## config.mk

```make
export PLATFORM = sky130hd
export DESIGN_NAME = core_lsu
export DESIGN_NICKNAME = d
export VERILOG_FILES = /design/src/rtl/core_pkg.sv /design/src/rtl/core_lsu_align.sv /design/src/rtl/core_lsu.sv
export SDC_FILE = /design/constraint.sdc
export NUM_CORES = 1
export LEC_CHECK = 0
export ABC_AREA = 1
export CAP_MARGIN = 20
export CORE_MARGIN = 2
export CORE_UTILIZATION = 44
export DETAILED_ROUTE_END_ITERATION = 16
export GPL_TIMING_DRIVEN = 1
export HOLD_SLACK_MARGIN = 0.1
export PLACE_DENSITY = 0.81
export SLEW_MARGIN = 40
export SYNTH_ARGS = -nofsm -noshare
export SYNTH_HDL_FRONTEND = slang
export SYNTH_SLANG_ARGS = --single-unit
```

## constraint.sdc

```tcl
create_clock -name CLK -period 1.6 [get_ports CLK]
set_input_delay 0.24 -clock CLK [delete_from_list [all_inputs] [get_ports CLK]]
set_output_delay 0.24 -clock CLK [all_outputs]
set_load 0.01 [all_outputs]
```

## src/rtl/core_pkg.sv

```systemverilog
// Shared types for the Adelie core: access sizes, LSU states and byte-enable patterns.
package core_pkg;

    typedef enum logic [1:0] {
        SZ_BYTE = 2'd0,
        SZ_HALF = 2'd1,
        SZ_WORD = 2'd2
    } size_e;

    typedef enum logic [1:0] {
        ST_IDLE = 2'd0,
        ST_REQ  = 2'd1,
        ST_WAIT = 2'd2,
        ST_DONE = 2'd3
    } lsu_state_e;

    localparam logic [3:0] BE_BYTE = 4'b0001;
    localparam logic [3:0] BE_HALF = 4'b0011;
    localparam logic [3:0] BE_WORD = 4'b1111;

endpackage

```

## src/rtl/core_lsu_align.sv

```systemverilog
// Lane steering for the LSU: store byte enables / lane replication and
// load lane extraction with sign or zero extension. Purely combinational.
module core_lsu_align
    import core_pkg::*;
(
    input  size_e       st_size,
    input  logic [1:0]  st_off,
    input  logic [31:0] st_data,
    output logic [3:0]  st_be,
    output logic [31:0] st_lanes,
    input  size_e       ld_size,
    input  logic [1:0]  ld_off,
    input  logic        ld_sign,
    input  logic [31:0] ld_raw,
    output logic [31:0] ld_data
);

    logic [1:0]  ld_eff;
    logic [31:0] ld_shift;

    always_comb begin
        st_be    = BE_WORD;
        st_lanes = st_data;
        case (st_size)
            SZ_BYTE: begin
                st_be    = BE_BYTE << st_off;
                st_lanes = {4{st_data[7:0]}};
            end
            SZ_HALF: begin
                st_be    = BE_HALF << {st_off[1], 1'b0};
                st_lanes = {2{st_data[15:0]}};
            end
            default: ;
        endcase
    end

    // Half accesses ignore ADDR[0]; words always start at lane 0.
    always_comb begin
        ld_eff = 2'b00;
        case (ld_size)
            SZ_BYTE: ld_eff = ld_off;
            SZ_HALF: ld_eff = {ld_off[1], 1'b0};
            default: ld_eff = 2'b00;
        endcase
        ld_shift = ld_raw >> {ld_eff, 3'b000};
        ld_data  = ld_shift;
        case (ld_size)
            SZ_BYTE: ld_data = {{24{ld_sign & ld_shift[7]}}, ld_shift[7:0]};
            SZ_HALF: ld_data = {{16{ld_sign & ld_shift[15]}}, ld_shift[15:0]};
            default: ld_data = ld_shift;
        endcase
    end

endmodule

```

## src/rtl/core_lsu.sv

```systemverilog
// Load/store unit: single-beat req/gnt + rvalid data bus master with registered outputs.
// Optional CORE_LSU_MISALIGN_TRAP_EN: misaligned half/word accesses complete without a bus cycle.
//
// state   | meaning
// IDLE    | waiting for START with a valid access type
// REQ     | D_REQ high, bus fields stable, waiting for D_GNT
// WAIT    | load granted, waiting for D_RVALID
// DONE    | one-cycle completion pulse
module core_lsu
    import core_pkg::*;
(
    input  logic        RST_N,
    input  logic        CLK,
    input  logic        START,
    input  logic        I_LB,
    input  logic        I_LH,
    input  logic        I_LW,
    input  logic        I_LBU,
    input  logic        I_LHU,
    input  logic        I_SB,
    input  logic        I_SH,
    input  logic        I_SW,
    input  logic [31:0] ADDR,
    input  logic [31:0] WDATA,
    output logic        BUSY,
    output logic        DONE,
    output logic [31:0] RDATA,
    output logic        MISALIGN,
    output logic        D_REQ,
    output logic        D_WE,
    output logic [31:0] D_ADDR,
    output logic [3:0]  D_BE,
    output logic [31:0] D_WDATA,
    input  logic        D_GNT,
    input  logic        D_RVALID,
    input  logic [31:0] D_RDATA
);

    lsu_state_e  state, state_nxt;
    size_e       dec_size, lat_size;
    logic        dec_valid, dec_sign, dec_store;
    logic        lat_sign, lat_store;
    logic [1:0]  lat_off;
    logic        accept, trap;
    logic [3:0]  be_comb;
    logic [31:0] lanes_comb, ld_ext;

    always_comb begin
        dec_valid = 1'b1;
        dec_size  = SZ_BYTE;
        dec_sign  = 1'b0;
        dec_store = 1'b0;
        if (I_LB) begin
            dec_sign = 1'b1;
        end else if (I_LH) begin
            dec_size = SZ_HALF;
            dec_sign = 1'b1;
        end else if (I_LW) begin
            dec_size = SZ_WORD;
        end else if (I_LBU) begin
            dec_size = SZ_BYTE;
        end else if (I_LHU) begin
            dec_size = SZ_HALF;
        end else if (I_SB) begin
            dec_store = 1'b1;
        end else if (I_SH) begin
            dec_size  = SZ_HALF;
            dec_store = 1'b1;
        end else if (I_SW) begin
            dec_size  = SZ_WORD;
            dec_store = 1'b1;
        end else begin
            dec_valid = 1'b0;
        end
    end

`ifdef CORE_LSU_MISALIGN_TRAP_EN
    assign trap = ((dec_size == SZ_HALF) && ADDR[0]) ||
                  ((dec_size == SZ_WORD) && (ADDR[1:0] != 2'b00));
`else
    assign trap = 1'b0;
`endif

    assign accept = (state == ST_IDLE) && START && dec_valid;

    core_lsu_align u_align (
        .st_size  (dec_size),
        .st_off   (ADDR[1:0]),
        .st_data  (WDATA),
        .st_be    (be_comb),
        .st_lanes (lanes_comb),
        .ld_size  (lat_size),
        .ld_off   (lat_off),
        .ld_sign  (lat_sign),
        .ld_raw   (D_RDATA),
        .ld_data  (ld_ext)
    );

    always_comb begin
        state_nxt = state;
        case (state)
            ST_IDLE: if (accept) state_nxt = trap ? ST_DONE : ST_REQ;
            ST_REQ:  if (D_GNT) state_nxt = lat_store ? ST_DONE : ST_WAIT;
            ST_WAIT: if (D_RVALID) state_nxt = ST_DONE;
            ST_DONE: state_nxt = ST_IDLE;
            default: state_nxt = ST_IDLE;
        endcase
    end

    // Status outputs are registered from the next state so they line up with it.
    always_ff @(posedge CLK or negedge RST_N) begin
        if (!RST_N) begin
            state     <= ST_IDLE;
            BUSY      <= 1'b0;
            DONE      <= 1'b0;
            D_REQ     <= 1'b0;
            D_WE      <= 1'b0;
            D_ADDR    <= '0;
            D_BE      <= '0;
            D_WDATA   <= '0;
            RDATA     <= '0;
            lat_size  <= SZ_BYTE;
            lat_sign  <= 1'b0;
            lat_store <= 1'b0;
            lat_off   <= 2'b00;
        end else begin
            state <= state_nxt;
            BUSY  <= (state_nxt != ST_IDLE);
            DONE  <= (state_nxt == ST_DONE);
            D_REQ <= (state_nxt == ST_REQ);
            if (accept) begin
                lat_size  <= dec_size;
                lat_sign  <= dec_sign;
                lat_store <= dec_store;
                lat_off   <= ADDR[1:0];
                if (!trap) begin
                    D_WE    <= dec_store;
                    D_ADDR  <= {ADDR[31:2], 2'b00};
                    D_BE    <= be_comb;
                    D_WDATA <= lanes_comb;
                end
            end
            if ((state == ST_WAIT) && D_RVALID) begin
                RDATA <= ld_ext;
            end
        end
    end

`ifdef CORE_LSU_MISALIGN_TRAP_EN
    logic mis_q;

    always_ff @(posedge CLK or negedge RST_N) begin
        if (!RST_N) begin
            mis_q <= 1'b0;
        end else begin
            mis_q <= accept && trap;
        end
    end

    assign MISALIGN = mis_q;
`else
    assign MISALIGN = 1'b0;
`endif

endmodule
```

==> impl_metrics.json <==
{
  "final.setup_skew_ns": 0.00755,
  "hold_class": "primary input to async pin",
  "clock_latency_ns": 0.34,
  "fin_tns_setup_ns": -0.545,
  "grt_max_degree": 46,
  "vias": 5802,
  "period_needed_ns": 1.68,
  "tightest_slew_ns": 0.517,
  "die_h_um": 116,
  "ys.flop_type": "dfrtp_1",
  "async_flop_share_pct": 100,
  "ys_warn_count": 0,
  "post-route-drc-count": 0,
  "antenna_cells": 0,
  "io_pins": 214,
  "total_power_mw": 16.2,
  "cts_tree": "done",
  "setup_viol": 16,
  "synth_edf_count": 0,
  "critical_path_arrival_ns": 1.96,
  "hpwl_mm": 12.5,
  "ant_nets": 0,
  "viasPerCell": 5.03,
  "numCtsBuffers": 9,
  "finalCritPeriodShare_pct": 105,
  "htree_levels": 3,
  "ys_ff_latch": 109,
  "crit_path_end_kind": "register",
  "antenna_found_initial": 0,
  "drt-pass1-iter-count": 6,
  "startpoint_type": "register",
  "synth.distinct_cells": 29,
  "grt_pass1_wl_mm": 26.9,
  "clockRootBuffer": "clkbuf_16",
  "slew_violations": 0,
  "fin_ws_ns": -0.0785,
  "die_area_um2": 13400,
  "grt_overflow": 0,
  "fmax_ghz": 0.596,
  "clock_path_buffers": 2,
  "status": "complete, but fails checks",
  "fp.dieW_um": 116,
  "layout-drive-gt1-share_pct": 13.2,
  "p_per_area_nw_per_um2": 1860,
  "row_count": 40,
  "synth_area_per_cell_um2": 7.56,
  "violations": "setup timing",
  "finalNetCount": 1090,
  "grt_usage_pct": 25.8,
  "syn_to_final_growth_pct": 57.9,
  "cts.sinks": 109,
  "power_leakage_nw": 4.33,
  "io_buffer_count": 210,
  "wire_per_inst_um": 15.3,
  "clk_pin_slew_ns": 0.07,
  "drtIter0Drc": 440,
  "start_util_pct": 45.4,
  "place.gp.congestion": 0.878,
  "crit_fanout": 13,
  "rsz0062_at_grt": "true",
  "core_area_um2": 12100,
  "layout_commonest_cell": "nand2_1",
  "worst_ir_drop_vdd_uv": 831,
  "synth_area_um2": 5500,
  "yosysSeqAreaShare_pct": 49.6,
  "slew_headroom_pct": 65.4,
  "netlist_instances": 727,
  "grt_pass1_vias": 5558,
  "wirelength_mm": 17.6,
  "maxCapViolations": 0,
  "crit_type": "register to register",
  "layout_common_cells": "300 x nand2_1, 208 x clkdlybuf4s50_1, 108 x dfrtp_1",
  "crit_required_ns": 1.88,
  "hold_viol_final": 0
}
-- state kept, by name (all words and copies together) (netlist names) --
| signal | flops |
|---|---|
| D_BE | 4 |
| lat_store | 1 |
| RDATA | 32 |
| D_REQ | 1 |
| BUSY | 1 |
| lat_sign | 1 |
| D_ADDR | 30 |
| lat_size | 2 |
| lat_off | 2 |
| state | 2 |
| D_WDATA | 32 |
| DONE | 1 |
-- layout make-up --
cell class,instances,area [µm²]
Fill cell,962,3430
Sequential cell,109,2730
Tap cell,168,210
Clock buffer,11,233
Timing Repair Buffer,280,2800
Inverter,58,218
Multi-Input combinational cell,523,2430
Clock inverter,5,61.3
-- critical path: stages, from the launching register on --
cell and delay [ns]:
dfrtp_2 0.45, buf_4 0.20, nor2_1 0.43, nand4_4 0.27, nand3_1 0.16, nand2_1 0.06, inv_1 0.04
-- metrics by stage --
stage / instance area (µm²) / util (%) / worst slack [ns] / std cells / hold WS [ns]
CTS: 8450 / 69.8 / 0.00309 / 1141 / 0.327
floorplan: 5500 / - / 0.201 / 729 / -0.0556
global route: 8680 / 71.7 / -0.111 / 1154 / 0.353
detailed placement: 8110 / 66.9 / -0.223 / 1121 / 0.133
finish: 8680 / 71.7 / -0.0785 / 1154 / 0.334
global placement: 8110 / 66.9 / -0.160 / 1121 / 0.131
-- layer usage --
layer | track usage [%] | wire (µm)
met1 | 32.2 | 6930
met4 | 10.7 | 661
met2 | 42.2 | 8170
met3 | 7.27 | 1860
met5 | 0 | 0
-- cell families after synthesis --
logic type | share of synthesized area (%)
compound gates | 6.67
buf+inv | 8.67
flops | 49.6
other cells | 0.0682
simple gates | 35.0
-- path summary, 6_finish.rpt --
check                         endpoint  depth (start not counted)        start  slack (ns)
setup / recovery             RDATA[23]                          6  lat_size[1]       -0.08
hold / removal                RDATA[8]                          2        RST_N        0.33
setup reg to reg             RDATA[23]                          6  lat_size[1]       -0.08
hold reg to reg             D_ADDR[11]                          2   D_ADDR[11]        0.48
max in group asynchronous  D_WDATA[28]                          3        RST_N        0.69
min in group CLK            D_ADDR[17]                          3     ADDR[17]        0.43
-- cell usage after synthesis, types with 4 or more instances --
| library cell | count | share of area, % |
|---|---|---|
| nand3b_1 | 7 | 0.96 |
| o21ai_0 | 22 | 2.0 |
| a21oi_1 | 29 | 2.6 |
| or2_2 | 16 | 1.8 |
| inv_2 | 4 | 0.27 |
| nand2_1 | 304 | 21 |
| o211ai_1 | 4 | 0.55 |
| buf_4 | 11 | 1.5 |
| dfrtp_1 | 109 | 50 |
| clkbuf_1 | 7 | 0.48 |
| o21ai_1 | 4 | 0.36 |
| buf_2 | 15 | 1.4 |
| nand3_2 | 4 | 0.73 |
| nor2_1 | 48 | 3.3 |
| inv_1 | 54 | 3.7 |
| buf_6 | 6 | 1.2 |
| o31ai_1 | 4 | 0.55 |
| nand3_1 | 63 | 5.7 |
-- power breakdown --
group	switching, mW	internal [mW]
Clock	1.01	1.22
Combinational	4.33	4.68
Sequential	0.834	4.09
-- repair_timing --
item | 4_1_cts | 5_1_grt
endpoints found under the setup margin | 10 | 39
gates resized for setup | 3 | 24
setup buffers | 2 | 11
gates cloned | 1 | 2
endpoints found under the hold margin | 89 | 0
hold buffers | 1 | 0
pin swaps | 2 | 9
Note: power is estimated with default switching activity, not from simulation.
